--- config.mk ---
export PLATFORM = sky130hd
export DESIGN_NAME = up_csr_irq_bank
export DESIGN_NICKNAME = d
export VERILOG_FILES = /design/src/rtl/up_csr_irq_bank.sv
export SDC_FILE = /design/constraint.sdc
export NUM_CORES = 1
export LEC_CHECK = 0
export BUFFER_PORTS_ARGS = -buffer_cell sky130_fd_sc_hd__buf_4
export CAP_MARGIN = 30
export CELL_PAD_IN_SITES_DETAIL_PLACEMENT = 1
export CELL_PAD_IN_SITES_GLOBAL_PLACEMENT = 1
export CORE_MARGIN = 2
export CORE_UTILIZATION = 30
export DETAILED_ROUTE_END_ITERATION = 12
export GPL_TIMING_DRIVEN = 0
export HOLD_SLACK_MARGIN = 0.15
export PLACE_DENSITY_LB_ADDON = 0.1
export SKIP_CTS_REPAIR_TIMING = 1
export SLEW_MARGIN = 40
export SYNTH_ARGS = -nofsm -noshare
export SYNTH_HDL_FRONTEND = slang
export SYNTH_SLANG_ARGS = --single-unit
--- constraint.sdc ---
create_clock -name clk -period 2.6 [get_ports clk]
set_clock_uncertainty 0.1 [all_clocks]
set_input_delay 0.52 -clock clk [delete_from_list [all_inputs] [get_ports clk]]
set_output_delay 0.52 -clock clk [all_outputs]
set_load 0.05 [all_outputs]
--- src/rtl/up_csr_irq_bank.sv ---
// ---------------------------------------------------------------------------
// up_csr_irq_bank
//
// Microprocessor-port slave containing a small CSR bank:
//   addr 0             ID (read-only constant ID_VALUE)
//   addr 1             IRQ_STATUS (sticky, write-1-to-clear)
//   addr 2             IRQ_MASK   (read/write)
//   addr 3             IRQ_CTRL   (read/write, bit0 = global interrupt enable)
//   addr 4             IRQ_COUNT  (only when UP_CSR_IRQ_COUNT_EN is defined)
//   GP_BASE..+NUM_GP-1 general-purpose registers (GP_BASE = 4, or 5 with the counter)
// Unmapped addresses read as zero and ignore writes.
//
// Reads are registered: a qualified read in cycle N presents pi_rd_data with a
// one-cycle pi_rd_valid pulse in cycle N+1. A read and a write in the same
// cycle return the value held before the write.
//
// The interrupt request is driven by a three-state handshake FSM
// (IDLE -> REQ -> ACKED -> IDLE) from pending = |(STATUS & MASK) & CTRL[0].
//
// Optional feature macro: UP_CSR_IRQ_COUNT_EN
//   Adds a saturating IRQ_COUNT register at address 4 that counts REQ->ACKED
//   handshakes; any write to it clears it (the clear beats a same-cycle count).
//
// Ports
//   clk            clock, rising edge
//   rst            asynchronous reset, active high
//   pi_blk_sel     block select qualifying pi_wr_en / pi_rd_en
//   pi_wr_en       write strobe
//   pi_rd_en       read strobe
//   pi_addr        word address [AW]
//   pi_wr_data     write data [DW]
//   pi_rd_data     registered read data [DW]
//   pi_rd_valid    one-cycle read-data-valid pulse
//   irq_src        interrupt event inputs [NUM_IRQ]
//   interrupt      registered interrupt request to host
//   interrupt_ack  host acknowledge (level)
//   gp_out         GP registers concatenated, GP[0] in the LSBs [NUM_GP*DW]
// ---------------------------------------------------------------------------
module up_csr_irq_bank #(
    parameter int          DW       = 8,
    parameter int          AW       = 4,
    parameter int          NUM_IRQ  = 4,
    parameter int          NUM_GP   = 4,
    parameter logic [31:0] ID_VALUE = 32'h0000_00A5
) (
    input  logic                 clk,
    input  logic                 rst,
    input  logic                 pi_blk_sel,
    input  logic                 pi_wr_en,
    input  logic                 pi_rd_en,
    input  logic [AW-1:0]        pi_addr,
    input  logic [DW-1:0]        pi_wr_data,
    output logic [DW-1:0]        pi_rd_data,
    output logic                 pi_rd_valid,
    input  logic [NUM_IRQ-1:0]   irq_src,
    output logic                 interrupt,
    input  logic                 interrupt_ack,
    output logic [NUM_GP*DW-1:0] gp_out
);

`ifdef UP_CSR_IRQ_COUNT_EN
    localparam int GP_BASE = 5;
    localparam logic [AW-1:0] ADDR_COUNT = AW'(4);
`else
    localparam int GP_BASE = 4;
`endif

    localparam logic [AW-1:0] ADDR_ID     = AW'(0);
    localparam logic [AW-1:0] ADDR_STATUS = AW'(1);
    localparam logic [AW-1:0] ADDR_MASK   = AW'(2);
    localparam logic [AW-1:0] ADDR_CTRL   = AW'(3);
    localparam logic [DW-1:0] ID_WORD     = DW'(ID_VALUE);

    typedef enum logic [1:0] {
        ST_IDLE  = 2'd0,
        ST_REQ   = 2'd1,
        ST_ACKED = 2'd2
    } irq_state_t;

    // Register state
    logic [NUM_IRQ-1:0] status_r;
    logic [NUM_IRQ-1:0] mask_r;
    logic               ctrl_en_r;
    logic [DW-1:0]      gp_r [NUM_GP];
    irq_state_t         state_r;

    // Combinational helpers
    logic               wr_s;
    logic               rd_s;
    logic [NUM_IRQ-1:0] status_next_s;
    logic               pending_s;
    irq_state_t         state_next_s;
    logic [DW-1:0]      gp_rd_s;
    logic [DW-1:0]      rd_word_s;

    assign wr_s = pi_blk_sel & pi_wr_en;
    assign rd_s = pi_blk_sel & pi_rd_en;

    assign pending_s = ctrl_en_r & (|(status_r & mask_r));

`ifdef UP_CSR_IRQ_COUNT_EN
    logic [DW-1:0] irq_count_r;
    logic          ack_event_s;

    // A handshake completes on the edge that moves REQ to ACKED.
    assign ack_event_s = (state_r == ST_REQ) & interrupt_ack;

    // Saturating handshake counter; a host write clears it and beats an increment.
    always_ff @(posedge clk or posedge rst) begin
        if (rst) begin
            irq_count_r <= '0;
        end else if (wr_s && (pi_addr == ADDR_COUNT)) begin
            irq_count_r <= '0;
        end else if (ack_event_s && (irq_count_r != {DW{1'b1}})) begin
            irq_count_r <= irq_count_r + DW'(1);
        end else begin
            irq_count_r <= irq_count_r;
        end
    end
`endif

    // Sticky status: new events are ORed in after the W1C, so a same-cycle set wins.
    always_comb begin
        status_next_s = status_r;
        if (wr_s && (pi_addr == ADDR_STATUS)) begin
            status_next_s = (status_r & ~pi_wr_data[NUM_IRQ-1:0]) | irq_src;
        end else begin
            status_next_s = status_r | irq_src;
        end
    end

    // Status, mask and control registers.
    always_ff @(posedge clk or posedge rst) begin
        if (rst) begin
            status_r  <= '0;
            mask_r    <= '0;
            ctrl_en_r <= 1'b0;
        end else begin
            status_r <= status_next_s;
            if (wr_s && (pi_addr == ADDR_MASK)) begin
                mask_r <= pi_wr_data[NUM_IRQ-1:0];
            end else begin
                mask_r <= mask_r;
            end
            if (wr_s && (pi_addr == ADDR_CTRL)) begin
                ctrl_en_r <= pi_wr_data[0];
            end else begin
                ctrl_en_r <= ctrl_en_r;
            end
        end
    end

    // General-purpose registers, one address each starting at GP_BASE.
    always_ff @(posedge clk or posedge rst) begin
        if (rst) begin
            for (int i = 0; i < NUM_GP; i++) begin
                gp_r[i] <= '0;
            end
        end else begin
            for (int i = 0; i < NUM_GP; i++) begin
                if (wr_s && (pi_addr == AW'(GP_BASE + i))) begin
                    gp_r[i] <= pi_wr_data;
                end else begin
                    gp_r[i] <= gp_r[i];
                end
            end
        end
    end

    genvar g;
    generate
        for (g = 0; g < NUM_GP; g++) begin : g_gp_out
            assign gp_out[g*DW +: DW] = gp_r[g];
        end
    endgenerate

    // GP read decode; addresses outside the GP window fall through to zero.
    always_comb begin
        gp_rd_s = '0;
        for (int i = 0; i < NUM_GP; i++) begin
            gp_rd_s = (pi_addr == AW'(GP_BASE + i)) ? gp_r[i] : gp_rd_s;
        end
    end

    // Read mux over current (pre-write) register contents; narrow fields zero-extended.
    always_comb begin
        rd_word_s = '0;
        case (pi_addr)
            ADDR_ID:     rd_word_s = ID_WORD;
            ADDR_STATUS: rd_word_s[NUM_IRQ-1:0] = status_r;
            ADDR_MASK:   rd_word_s[NUM_IRQ-1:0] = mask_r;
            ADDR_CTRL:   rd_word_s[0] = ctrl_en_r;
`ifdef UP_CSR_IRQ_COUNT_EN
            ADDR_COUNT:  rd_word_s = irq_count_r;
`endif
            default:     rd_word_s = gp_rd_s;
        endcase
    end

    // Registered read port: data updates only on a read, valid pulses for one cycle.
    always_ff @(posedge clk or posedge rst) begin
        if (rst) begin
            pi_rd_data  <= '0;
            pi_rd_valid <= 1'b0;
        end else begin
            pi_rd_valid <= rd_s;
            if (rd_s) begin
                pi_rd_data <= rd_word_s;
            end else begin
                pi_rd_data <= pi_rd_data;
            end
        end
    end

    // Handshake FSM next state; ack outranks withdrawal while requesting.
    always_comb begin
        state_next_s = state_r;
        case (state_r)
            ST_IDLE: begin
                if (pending_s) begin
                    state_next_s = ST_REQ;
                end else begin
                    state_next_s = ST_IDLE;
                end
            end
            ST_REQ: begin
                if (interrupt_ack) begin
                    state_next_s = ST_ACKED;
                end else if (!pending_s) begin
                    state_next_s = ST_IDLE;
                end else begin
                    state_next_s = ST_REQ;
                end
            end
            ST_ACKED: begin
                if (!interrupt_ack) begin
                    state_next_s = ST_IDLE;
                end else begin
                    state_next_s = ST_ACKED;
                end
            end
            default: state_next_s = ST_IDLE;
        endcase
    end

    // FSM state plus the interrupt output, registered from the next state so it tracks REQ exactly.
    always_ff @(posedge clk or posedge rst) begin
        if (rst) begin
            state_r   <= ST_IDLE;
            interrupt <= 1'b0;
        end else begin
            state_r   <= state_next_s;
            interrupt <= (state_next_s == ST_REQ);
        end
    end

endmodule

Word-level counts from Yosys, hierarchy flattened
Index checks and enable logic that the tools add are counted.
{ "totals": {"ff_bits": 53, "inputBits": 22, "word_cells": 52} }
{ "op_classes": {"n_eq_ne": 10, "muxes": 12, "n_bitwise": 8, "n_reduce_logical": 11} }
{ "ops": {"columns": ["cell", "n"], "rows": [
  ["$mux 8", 4],
  ["$eq 4x3->1 const B", 4],
  ["$pmux 3 s4", 1],
  ["$and 4x4->4", 2],
  ["$eq 4x2->1 const B", 2],
  ["$or 4x4->4", 2],
  ["$pmux 4 s2", 1],
  ["$logic_and 1x1->1", 7],
  ["$pmux 2 s3", 1],
  ["$eq 2x1->1 const B", 2],
  ["$eq 4x1->1 const B", 1],
  ["$logic_not 4->1", 1],
  ["$mux 2", 2],
  ["$mux 4", 1],
  ["$not 4->4", 1],
  ["$pmux 1 s4", 1],
  ["$reduce_or 4->1", 1],
  ["$and 1x1->1", 3],
  ["$reduce_or 3->1", 1],
  ["$eq 2x2->1 const B", 1],
  ["$logic_not 2->1", 1],
  ["$mux 1", 1]
]} }

Depth between registers and ports, before layout
Gate-level depths: netlist of run 1.
{ "depth": {"word_depth": 7, "depth_mapped": 7} }

Worst setup path after synthesis of run 1
Ideal clock, no wire load.
{ "synth_path": {"kind": "input -> register", "startpoint": "input pi_addr[3]", "endpoint": "register gp_r, in the netlist gp_out[0]", "setup_ps": 125, "t_arrival_ps": 1752, "required_time_ps": 2375, "slack_ps": 623, "stages": 7, "path_buffers": 3, "path_cell_list": "buf_2 > nor2b_4 > buf_6 > nand3_4 > or3_1 > buf_6 > mux2_4"} }
{ "synth_between": {"elab_chain_len": 2} }
{ "synth_rtl": {"columns": ["element", "line_no", "text"], "rows": [
  ["start, declared", "51", "input logic [AW-1:0] pi_addr,"],
  ["$eq 4x3->1", "161", "if (wr_s && (pi_addr == AW'(GP_BASE + i))) begin"],
  ["$logic_and 1x1->1", "161", null],
  ["end signal, assigned by index", "162", "gp_r[i] <= pi_wr_data;"],
  ["end signal, assigned by index", "164", "gp_r[i] <= gp_r[i];"],
  ["end, declared", "84", "logic [DW-1:0] gp_r [NUM_GP];"]
]} }
No other way between the ends.
A chain may end at the register's enable or synchronous reset.

Worst setup path after layout of run 1
{ "layout_path": {"startpoint": "input pi_addr[3]", "endpoint": "register gp_r, in the netlist gp_out[16]"} }
Same word-level chain as after synthesis.

==> load_flow_metrics.sql, run 1 <==
INSERT INTO impl_metrics (metric_group, metric, value, unit) VALUES
('synth', 'post_synth_inst_count', '181', ''),
('synth', 'synthesis.nets', '203', ''),
('clock_network', 'cts_sinks', '53', ''),
('global_routing', 'first_pass_grt_wire_length', '10.4', 'mm'),
('die', 'die_h', '94.2', 'um'),
('clock_network', 'clk_path_buf_depth', '2', ''),
('sta', 'final.period_utilization', '73.6', '%'),
('sta', 'worst_pin_slew', '690', 'ps'),
('setup_path', 'timing.critical_path.fanout_max', '8', ''),
('synth', 'post_synth_most_frequent_cells', 'dfrtp_1 (53), mux2_2 (31), nand2_1 (18)', ''),
('synth', 'ys_seq_elements', '53', ''),
('route', 'drc_viols', '0', ''),
('power', 'power.ir.vdd_worst', '351', 'uV'),
('synth', 'yosysTopAreaCell', 'dfrtp_1', ''),
('synth', 'postSynthAreaPerCell', '13.5', 'um2'),
('power', 'power.share.switching', '39.5', '%'),
('global_routing', 'grt.total_usage', '15.7', '%'),
('setup_path', 'crit_required', '2690', 'ps'),
('place', 'gp_congestion', '0.723', ''),
('power', 'clock_power_share', '18.7', '%'),
('sta', 'finalMaxSlewViolations', '0', ''),
('final_layout', 'final_nets', '272', ''),
('die', 'design.core.area', '7810', 'um2'),
('die', 'design.die.area', '8880', 'um2'),
('setup_path', 'crit_arrival', '2000', 'ps'),
('setup_path', 'worstSetupStartpointType', 'primary input', ''),
('clock_network', 'clock_tree_from_tritoncts', 'yes', ''),
('synth', 'synth_edf_count', '0', ''),
('setup_path', 'crit_chain', 'buf_2 -> nor2b_4 -> buf_6 -> nand3_4 -> nor3b_4 -> mux2_2', ''),
('global_routing', 'grt_pass1_vias', '1866', ''),
('synth', 'synth.most_common_cell', 'dfrtp_1', ''),
('setup_path', 'critPathBufInv', '2', ''),
('setup_path', 'path_delay_family', 'simple AND/OR/NAND/NOR gates', ''),
('route', 'drtPass1Iterations', '3', ''),
('hold_path', 'hold_path.startpoint', 'irq_src[3]', ''),
('final_layout', 'instances_no_fill', '353', ''),
('route', 'final_antenna_net_count', '0', ''),
('setup_path', 'cpPeakStageDelay', '540', 'ps'),
('sta', 'finalHoldViolations', '0', ''),
('die', 'initial_utilization', '31.3', '%'),
('synth', 'yosysUniqueCellTypes', '38', ''),
('route', 'routedWlPerCell', '18.1', 'um'),
('synth', 'yosys.area.top_type_share', '54.3', '%'),
('setup_path', 'reg2reg_from', 'gp_out[31]$_DFFE_PP0P_', ''),
('route', 'first_iter_violations', '27', ''),
('synth', 'ys_async_sr_fraction', '100', '%'),
('setup_path', 'r2r_cells', '3', ''),
('sta', 'timing.final.setup_violations', '0', ''),
('global_routing', 'grt-ovfl-total', '0', ''),
('route', 'drt_wl_total', '6.41', 'mm'),
('power', 'power.density_cell_area', '789', 'nW/um2'),
('power', 'p_leak', '1.46', 'nW'),
('setup_path', 'worstSetupEndpointType', 'flop', ''),
('global_routing', 'antenna_found_initial', '0', ''),
('status', 'run_status', 'completed', ''),
('sta', 'max_freq', '0.523', 'GHz'),
('route', 'detailroute.via_count', '1751', ''),
('setup_path', 'worst-setup-path-type', 'in -> reg', ''),
('sta', 'grt_setup_unrepaired', 'false', ''),
('setup_path', 'regToRegEndpoint', 'pi_rd_data[7]$_DFFE_PP0P_', ''),
('route', 'wirelength_met1', '3.07', 'mm'),
('synth', 'synth_sequential_area_ratio', '54.3', '%'),
('sta', 'setup_total_negative_slack', '0', 'ps'),
('final_layout', 'utilization', '40.2', '%'),
('final_layout', 'syn2layout_area_growth', '28.4', '%'),
('place', 'detailedPlacementHpwl', '4.64', 'mm'),
('route', 'met3RoutedLength', '255', 'um'),
('sta', 'hold_ws', '283', 'ps'),
('route', 'routed.top_layer', 'met4', ''),
('power', 'switching_power', '978', 'uW'),
('clock_network', 'clk_pin_slew', '100', 'ps');
-- worst max-delay path by stage --
stage,to,slack (ps),cells past startpoint
after floorplan,gp_out[0]$_DFFE_PP0P_,620,7
after global placement,state_r[1]$_DFF_PP0_,-180,2
after detailed placement,gp_out[22]$_DFFE_PP0P_,350,6
after CTS,gp_out[17]$_DFFE_PP0P_,680,6
after global routing,gp_out[31]$_DFFE_PP0P_,570,4
final,gp_out[16]$_DFFE_PP0P_,690,6
-- state kept, by name, indices dropped and copies added, names as in the netlist --
register and count:
ctrl_en_r 1, interrupt 1, status_r 4, pi_rd_valid 1, pi_rd_data 8, mask_r 4
state_r 2, gp_out 32
-- placed cells by master (no fill, tap or decap), types with 2 or more instances in the layout --
master and count:
mux2i_1 4, a31oi_1 2, clkbuf_8 5, a21oi_1 3, nor2_1 5, a221oi_1 3
mux4_2 5, nand3_1 4, buf_6 3, nand2_1 18, mux2_2 31, mux2_4 8
a2111oi_0 2, dfrtp_1 53, o41ai_1 2, buf_2 3, nor2b_1 3, buf_4 60
nor4_1 2, inv_1 3, clkbuf_1 3, a21o_1 4, nor2_2 2, o22ai_1 3
-- layout make-up --
cell class	instances	area, um2	area share, %
clock inverters	1	7.51	0.239
clock buffers	7	76.3	2.43
plain buffers	8	56.3	1.79
multi-input cells	115	1040	33.2
inverters	5	21.3	0.678
repair buffers	62	480	15.3
flip-flops and latches	53	1330	42.3
well taps	102	128	4.07
-- metrics by stage --
step,worst slack [ps],cell area [um2]
final,687,3140
after global routing,572,3140
after floorplan,623,2440
after CTS,676,3130
after global placement,-179,3020
after detailed placement,346,3040
-- power groups by stage --
stage	Combinational [mW]	Sequential, mW	Clock (mW)
3_5_place_dp	0.945	1.09	0
5_1_grt	0.985	1.10	0.515
3_3_place_gp	0.931	1.09	0
2_1_floorplan	0.249	1.47	0
6_report	0.934	1.08	0.464
4_1_cts	0.945	1.08	0.488
-- routing by layer --
layer  GRT usage (%)  vias up
li1                -      806
met1            21.9      899
met2            25.1       39
met3            3.13        7
met4            3.99        0
met5               0        -
-- kinds of logic (layout without fill, tap and decap cells) --
kind of cell | Yosys count | in the layout | share of synthesized area (%)
mux | 48 | 48 | 25.5
buf+inv | 13 | 83 | 3.07
xor+xnor | 1 | 1 | 0.359
simple gates | 42 | 42 | 9.48
compound gates | 24 | 24 | 7.33
flops | 53 | 53 | 54.3
Power figures use the tool's default switching activity.
==> run 2: changes to the inputs <==
- clock period: 2.6 -> 1.8 ns (I/O delays scaled with it)
==> run 2 against run 1 <==
Effect of this change: sequential cell count stayed put; global-route usage is 0.15 points lower; clock-buffer cell count stayed put.
==> load_flow_metrics.sql, run 2 (same netlist as run 1, synthesis figures left out) <==
INSERT INTO impl_metrics (metric_group, metric, value, unit) VALUES
('status', 'run_status', 'completed', ''),
('clock_network', 'clk_pin_slew', '90', 'ps'),
('route', 'drc_viols', '0', ''),
('setup_path', 'crit_chain', 'clkbuf_1 -> nand2b_1 -> nor2_2 -> mux2_2', ''),
('die', 'die_w', '94.2', 'um'),
('global_routing', 'grt-ovfl-total', '0', ''),
('final_layout', 'final_cell_mix', 'buf_4 (60), dfrtp_1 (53), mux2_2 (31), nand2_1 (18), mux2_4 (8)', ''),
('setup_path', 'worst-setup-path-type', 'in -> reg', ''),
('die', 'die_h', '94.2', 'um'),
('final_layout', 'insertedDiodeCount', '0', ''),
('place', 'io_buffer_count', '60', ''),
('setup_path', 'worstSetupStartpointType', 'primary input', ''),
('clock_network', 'cts_root_buffer', 'clkbuf_8', ''),
('route', 'routedWlPerCell', '18.0', 'um'),
('place', 'post_dp_cell_area', '3050', 'um2'),
('clock_network', 'cts-buffers-inserted', '5', ''),
('clock_network', 'cts_sinks', '53', ''),
('clock_network', 'clock_tree_from_tritoncts', 'yes', ''),
('setup_path', 'crit_arrival', '1830', 'ps'),
('final_layout', 'layout-drive-gt1-share', '48.8', '%'),
('power', 'p_leak', '1.50', 'nW'),
('place', 'gp_congestion', '0.685', ''),
('place', 'detailedPlacementHpwl', '4.64', 'mm'),
('global_routing', 'grt.total_usage', '15.6', '%'),
('route', 'drtPass1Iterations', '4', ''),
('setup_path', 'timing.critical_path.fanout_max', '10', ''),
('setup_path', 'cpPeakStageDelay', '500', 'ps'),
('sta', 'grt_setup_unrepaired', 'false', ''),
('final_layout', 'layout_commonest_cell', 'buf_4', ''),
('global_routing', 'global_route.peak_usage_layer', 'met2', ''),
('setup_path', 'worstSetupEndpointType', 'flop', ''),
('setup_path', 'reg2reg_from', 'status_r[1]$_DFF_PP0_', ''),
('sta', 'finalHoldViolations', '0', ''),
('sta', 'setup_total_negative_slack', '0', 'ps'),
('final_layout', 'final_nets', '278', ''),
('sta', 'timing.final.setup_violations', '0', ''),
('route', 'drt_wl_total', '6.45', 'mm'),
('route', 'final_antenna_net_count', '0', ''),
('setup_path', 'timing.critical_path.to', 'gp_out[13]$_DFFE_PP0P_', ''),
('clock_network', 'ctsHtreeMaxLevel', '2', ''),
('hold_path', 'hp-class', 'in -> reg', ''),
('sta', 'period_minus_slack', '1740', 'ps'),
('sta', 'worst_pin_slew', '689', 'ps'),
('power', 'power.ir.vdd_worst', '433', 'uV'),
('route', 'detailroute.via_count', '1741', ''),
('setup_path', 'timing.critical_path.from', 'pi_addr[1]', ''),
('sta', 'max_freq', '0.576', 'GHz'),
('global_routing', 'grt_util_met3', '3.69', '%'),
('clock_network', 'clk_path_buf_depth', '2', ''),
('setup_path', 'crit_required', '1900', 'ps'),
('sta', 'final.period_utilization', '96.4', '%'),
('final_layout', 'instances_no_fill', '358', ''),
('die', 'design.die.area', '8880', 'um2'),
('power', 'power.density_cell_area', '1110', 'nW/um2'),
('global_routing', 'antenna_found_initial', '0', ''),
('setup_path', 'regToRegEndpoint', 'interrupt$_DFF_PP0_', ''),
('global_routing', 'first_pass_grt_wire_length', '10.2', 'mm'),
('global_routing', 'grt_pass1_vias', '1780', ''),
('global_routing', 'grt_max_degree', '40', ''),
('sta', 'post-route-worst-setup-slack', '64.7', 'ps'),
('route', 'via_per_inst', '4.86', ''),
('setup_path', 'worst-r2r-setup-slack', '410', 'ps'),
('die', 'placementRows', '32', ''),
('setup_path', 'r2r_cells', '3', ''),
('final_layout', 'flip_flop_count_of_the_largest_register_after_layout', '32', ''),
('die', 'design.core.area', '7810', 'um2'),
('final_layout', 'syn2layout_area_growth', '32.3', '%'),
('place', 'dpl_worst_slack', '-315', 'ps'),
('setup_path', 'critical_path.slowest_cell', 'nor2_2', ''),
('clock_network', 'clock_insertion_delay_worst_skew', '310', 'ps'),
('sta', 'finalMaxSlewViolations', '0', ''),
('global_routing', 'grt.met1_usage', '22.1', '%'),
('die', 'initial_utilization', '31.3', '%'),
('job', 'max_cap_viol_count', '0', ''),
('final_layout', 'final_design_area_no_fill', '3230', 'um2'),
('place', 'placedCellCount', '344', ''),
('global_routing', 'grt_use_met2', '23.3', '%'),
('sta', 'relSlewSlack', '54.0', '%'),
('route', 'first_iter_violations', '92', ''),
('die', 'pin_count', '64', '');
run 2: cell types whose count changed in the layout (fill, tap and decap cells not counted):
cell and delta:
clkbuf_1 -1, buf_2 -1, nor2_2 -1, nor2_4 +1, clkinvlp_4 -1, buf_8 +1
clkbuf_8 +1, nor4_1 -1, nor4_2 +1, buf_12 +1, dlygate4sd3_1 +5
run 2: worst max-delay path, delay by kind of cell:
family	cells	cell delay, ps
AND/OR/NAND/NOR	2	790
multiplexers	1	410
buffers and inverters	1	260
run 2: worst min-delay path by stage:
stage	from	end	slack, ps	cells after the start
after global placement	pi_rd_data[4]$_DFFE_PP0P_	pi_rd_data[4]$_DFFE_PP0P_	360	2
after detailed placement	rst	gp_out[31]$_DFFE_PP0P_	210	2
after floorplan	irq_src[0]	status_r[0]$_DFF_PP0_	350	1
after global routing	pi_addr[3]	pi_rd_data[1]$_DFFE_PP0P_	180	2
after CTS	rst	gp_out[7]$_DFFE_PP0P_	-140	2
final	pi_addr[3]	pi_rd_data[1]$_DFFE_PP0P_	180	2
run 2: report_power, final:
| part | switching (mW) | leakage (nW) | internal (mW) |
|---|---|---|---|
| sequential | 0.160 | 0.664 | 1.39 |
| combinational | 0.860 | 0.794 | 0.505 |
| clock | 0.378 | 0.0443 | 0.306 |
run 2: final cells by class:
class,count,area [um2]
inverters,5,21.3
repair buffers,68,551
flip-flops and latches,53,1330
multi-input cells,115,1050
well taps,102,128
plain buffers,8,66.3
fillers,856,4580
clock buffers,7,86.3
run 2: layer usage:
metal,wire (um),share of wire (%)
met4,89,1.4
met1,3140,49
met5,0,0
met2,2920,45
met3,303,4.7
run 2: per-stage QoR:
| step | util [%] | total power [mW] | hold slack (ps) |
|---|---|---|---|
| CTS | 40.2 | 3.65 | -139 |
| detailed placement | 39.1 | 2.94 | 205 |
| global route | 41.4 | 3.78 | 182 |
| finish | 41.4 | 3.60 | 184 |
| floorplan | - | 2.49 | 352 |
| global placement | 38.8 | 2.92 | 364 |
==> run 3: changes to the inputs <==
- CTS_BUF_LIST: unset -> sky130_fd_sc_hd__clkbuf_4
==> run 3 against run 2 <==
Effect of this change: global-route usage is 0.12 points lower; wire length up 0.22%; sequential power hardly changed; final area increased by 0.39%; critical path depth unchanged; non-clock buffer count is 6 higher; sequential cell count unchanged; combinational power barely moved; utilization grew 0.16 points; sequential share of layout area is 0.16 points lower; clock power shrank 25%.
==> load_flow_metrics.sql, run 3 (same netlist as run 1, synthesis figures left out) <==
INSERT INTO impl_metrics (metric_group, metric, value, unit) VALUES
('sta', 'relSlewSlack', '55.4', '%'),
('route', 'drc_viols', '0', ''),
('die', 'pin_count', '64', ''),
('power', 'switching_power', '1.38', 'mW'),
('route', 'via_per_inst', '4.88', ''),
('global_routing', 'grt.total_usage', '15.4', '%'),
('setup_path', 'crit_required', '1960', 'ps'),
('route', 'routedWlPerCell', '17.8', 'um'),
('clock_network', 'clock_tree_from_tritoncts', 'yes', ''),
('power', 'clock_power_share', '15.0', '%'),
('sta', 'post-route-worst-setup-slack', '141', 'ps'),
('sta', 'final.period_utilization', '92.2', '%'),
('power', 'power.share.sequential', '45.0', '%'),
('setup_path', 'path_delay_family', 'simple AND/OR/NAND/NOR gates', ''),
('place', 'dpl_worst_slack', '-315', 'ps'),
('sta', 'finalMaxSlewViolations', '0', ''),
('setup_path', 'worstSetupStartpointType', 'primary input', ''),
('power', 'power.ir.vdd_worst', '507', 'uV'),
('power', 'power.density_cell_area', '1060', 'nW/um2'),
('die', 'design.die.area', '8880', 'um2'),
('die', 'initial_utilization', '31.3', '%'),
('job', 'max_cap_viol_count', '0', ''),
('power', 'p_leak', '1.51', 'nW'),
('power', 'p_comb_share', '40.0', '%'),
('power', 'cell_internal_pwr', '2.06', 'mW'),
('global_routing', 'grt_max_degree', '40', ''),
('place', 'detailedPlacementHpwl', '4.64', 'mm'),
('route', 'detailroute.via_count', '1778', ''),
('die', 'die_w', '94.2', 'um'),
('route', 'drtPass1Iterations', '4', ''),
('die', 'design.core.area', '7810', 'um2'),
('clock_network', 'clk_pin_slew', '150', 'ps'),
('route', 'drt_wl_total', '6.47', 'mm'),
('setup_path', 'worstSetupEndpointType', 'flop', ''),
('route', 'final_antenna_net_count', '0', ''),
('die', 'placementRows', '32', ''),
('global_routing', 'grt_pass1_vias', '1783', ''),
('place', 'gp_congestion', '0.685', ''),
('setup_path', 'critical_path.slowest_cell', 'nor2_2', ''),
('clock_network', 'clock_insertion_delay_worst_skew', '370', 'ps'),
('final_layout', 'final_nets', '284', ''),
('setup_path', 'critPathBufInv', '1', ''),
('final_layout', 'utilization', '41.5', '%'),
('final_layout', 'flip_flop_count_of_the_largest_register_after_layout', '32', ''),
('global_routing', 'antenna_found_initial', '0', ''),
('setup_path', 'crit_chain', 'clkbuf_1 -> nand2b_1 -> nor2_2 -> mux2_2', ''),
('sta', 'timing.final.setup_violations', '0', ''),
('die', 'die_h', '94.2', 'um'),
('sta', 'max_freq', '0.603', 'GHz'),
('final_layout', 'syn2layout_area_growth', '32.8', '%'),
('clock_network', 'cts_root_buffer', 'clkbuf_4', ''),
('clock_network', 'cts_sinks', '53', ''),
('setup_path', 'worst-setup-path-type', 'in -> reg', ''),
('sta', 'finalHoldViolations', '0', ''),
('final_layout', 'insertedDiodeCount', '0', ''),
('hold_path', 'hp-class', 'in -> reg', ''),
('sta', 'period_minus_slack', '1660', 'ps'),
('setup_path', 'cpPeakStageDelay', '500', 'ps'),
('power', 'power.share.switching', '40.1', '%'),
('status', 'run_status', 'completed', ''),
('setup_path', 'timing.critical_path.fanout_max', '10', ''),
('global_routing', 'grt-ovfl-total', '0', ''),
('sta', 'worst_pin_slew', '668', 'ps'),
('clock_network', 'cts-buffers-inserted', '5', ''),
('final_layout', 'layout_commonest_cell', 'buf_4', ''),
('clock_network', 'clk_path_buf_depth', '2', ''),
('final_layout', 'final_cell_mix', 'buf_4 (60), dfrtp_1 (53), mux2_2 (31), nand2_1 (18), dlygate4sd3_1 (13)', ''),
('global_routing', 'first_pass_grt_wire_length', '10.1', 'mm'),
('place', 'io_buffer_count', '60', ''),
('route', 'first_iter_violations', '68', ''),
('sta', 'grt_setup_unrepaired', 'false', ''),
('final_layout', 'layout-drive-gt1-share', '47.3', '%'),
('power', 'power.total', '3.44', 'mW'),
('setup_path', 'crit_arrival', '1820', 'ps'),
('clock_network', 'ctsHtreeMaxLevel', '2', '');
## run 3: cell count changes in the layout (fill, tap and decap cells not counted)
cell	previous run	this run
clkbuf_4	0	6
dlygate4sd3_1	6	13
clkbuf_8	6	0
clkbuf_1	2	1
clkinv_1	1	2
buf_12	2	1
## run 3: metal layers
metal	share of wire, %	track usage [%]
met5	0	0
met4	0.79	4.71
met3	4.3	3.45
met2	48	23.3
met1	47	22.1
## run 3: power groups by stage
| stage | sequential [mW] | combinational (mW) | clock [mW] |
|---|---|---|---|
| floorplan | 2.13 | 0.362 | 0 |
| global placement | 1.58 | 1.35 | 0 |
| detailed placement | 1.58 | 1.37 | 0 |
| CTS | 1.55 | 1.37 | 0.555 |
| global route | 1.58 | 1.45 | 0.592 |
| finish | 1.55 | 1.38 | 0.516 |
## run 3: cell type report
cell class	count	area [um2]
plain buffers	8	66.3
clock buffers	6	45.0
clock inverters	1	3.75
fillers	867	4560
inverters	5	21.3
multi-input cells	115	1050
flip-flops and latches	53	1330
well taps	102	128
repair buffers	74	601
## run 3: worst paths after layout
kind / from / to / slack (ps) / cells after the start
max: pi_addr[1] / gp_out[8]$_DFFE_PP0P_ / 140 / 4
min: pi_wr_data[2] / gp_out[2]$_DFFE_PP0P_ / 170 / 2
max reg2reg: status_r[1]$_DFF_PP0_ / interrupt$_DFF_PP0_ / 400 / 3
min reg2reg: pi_rd_data[4]$_DFFE_PP0P_ / pi_rd_data[4]$_DFFE_PP0P_ / 390 / 2
max in group asynchronous: rst / pi_rd_data[3]$_DFFE_PP0P_ / 760 / 4
min in group asynchronous: rst / gp_out[7]$_DFFE_PP0P_ / 340 / 3
## run 3: per-stage QoR
step	cells	hold slack, ps	setup TNS [ps]	area (um2)
floorplan	181	352	-60.0	2450
global placement	343	364	-53010	3030
detailed placement	344	205	-9470	3050
CTS	351	-226	0	3100
global route	364	151	0	3240
finish	364	173	0	3240
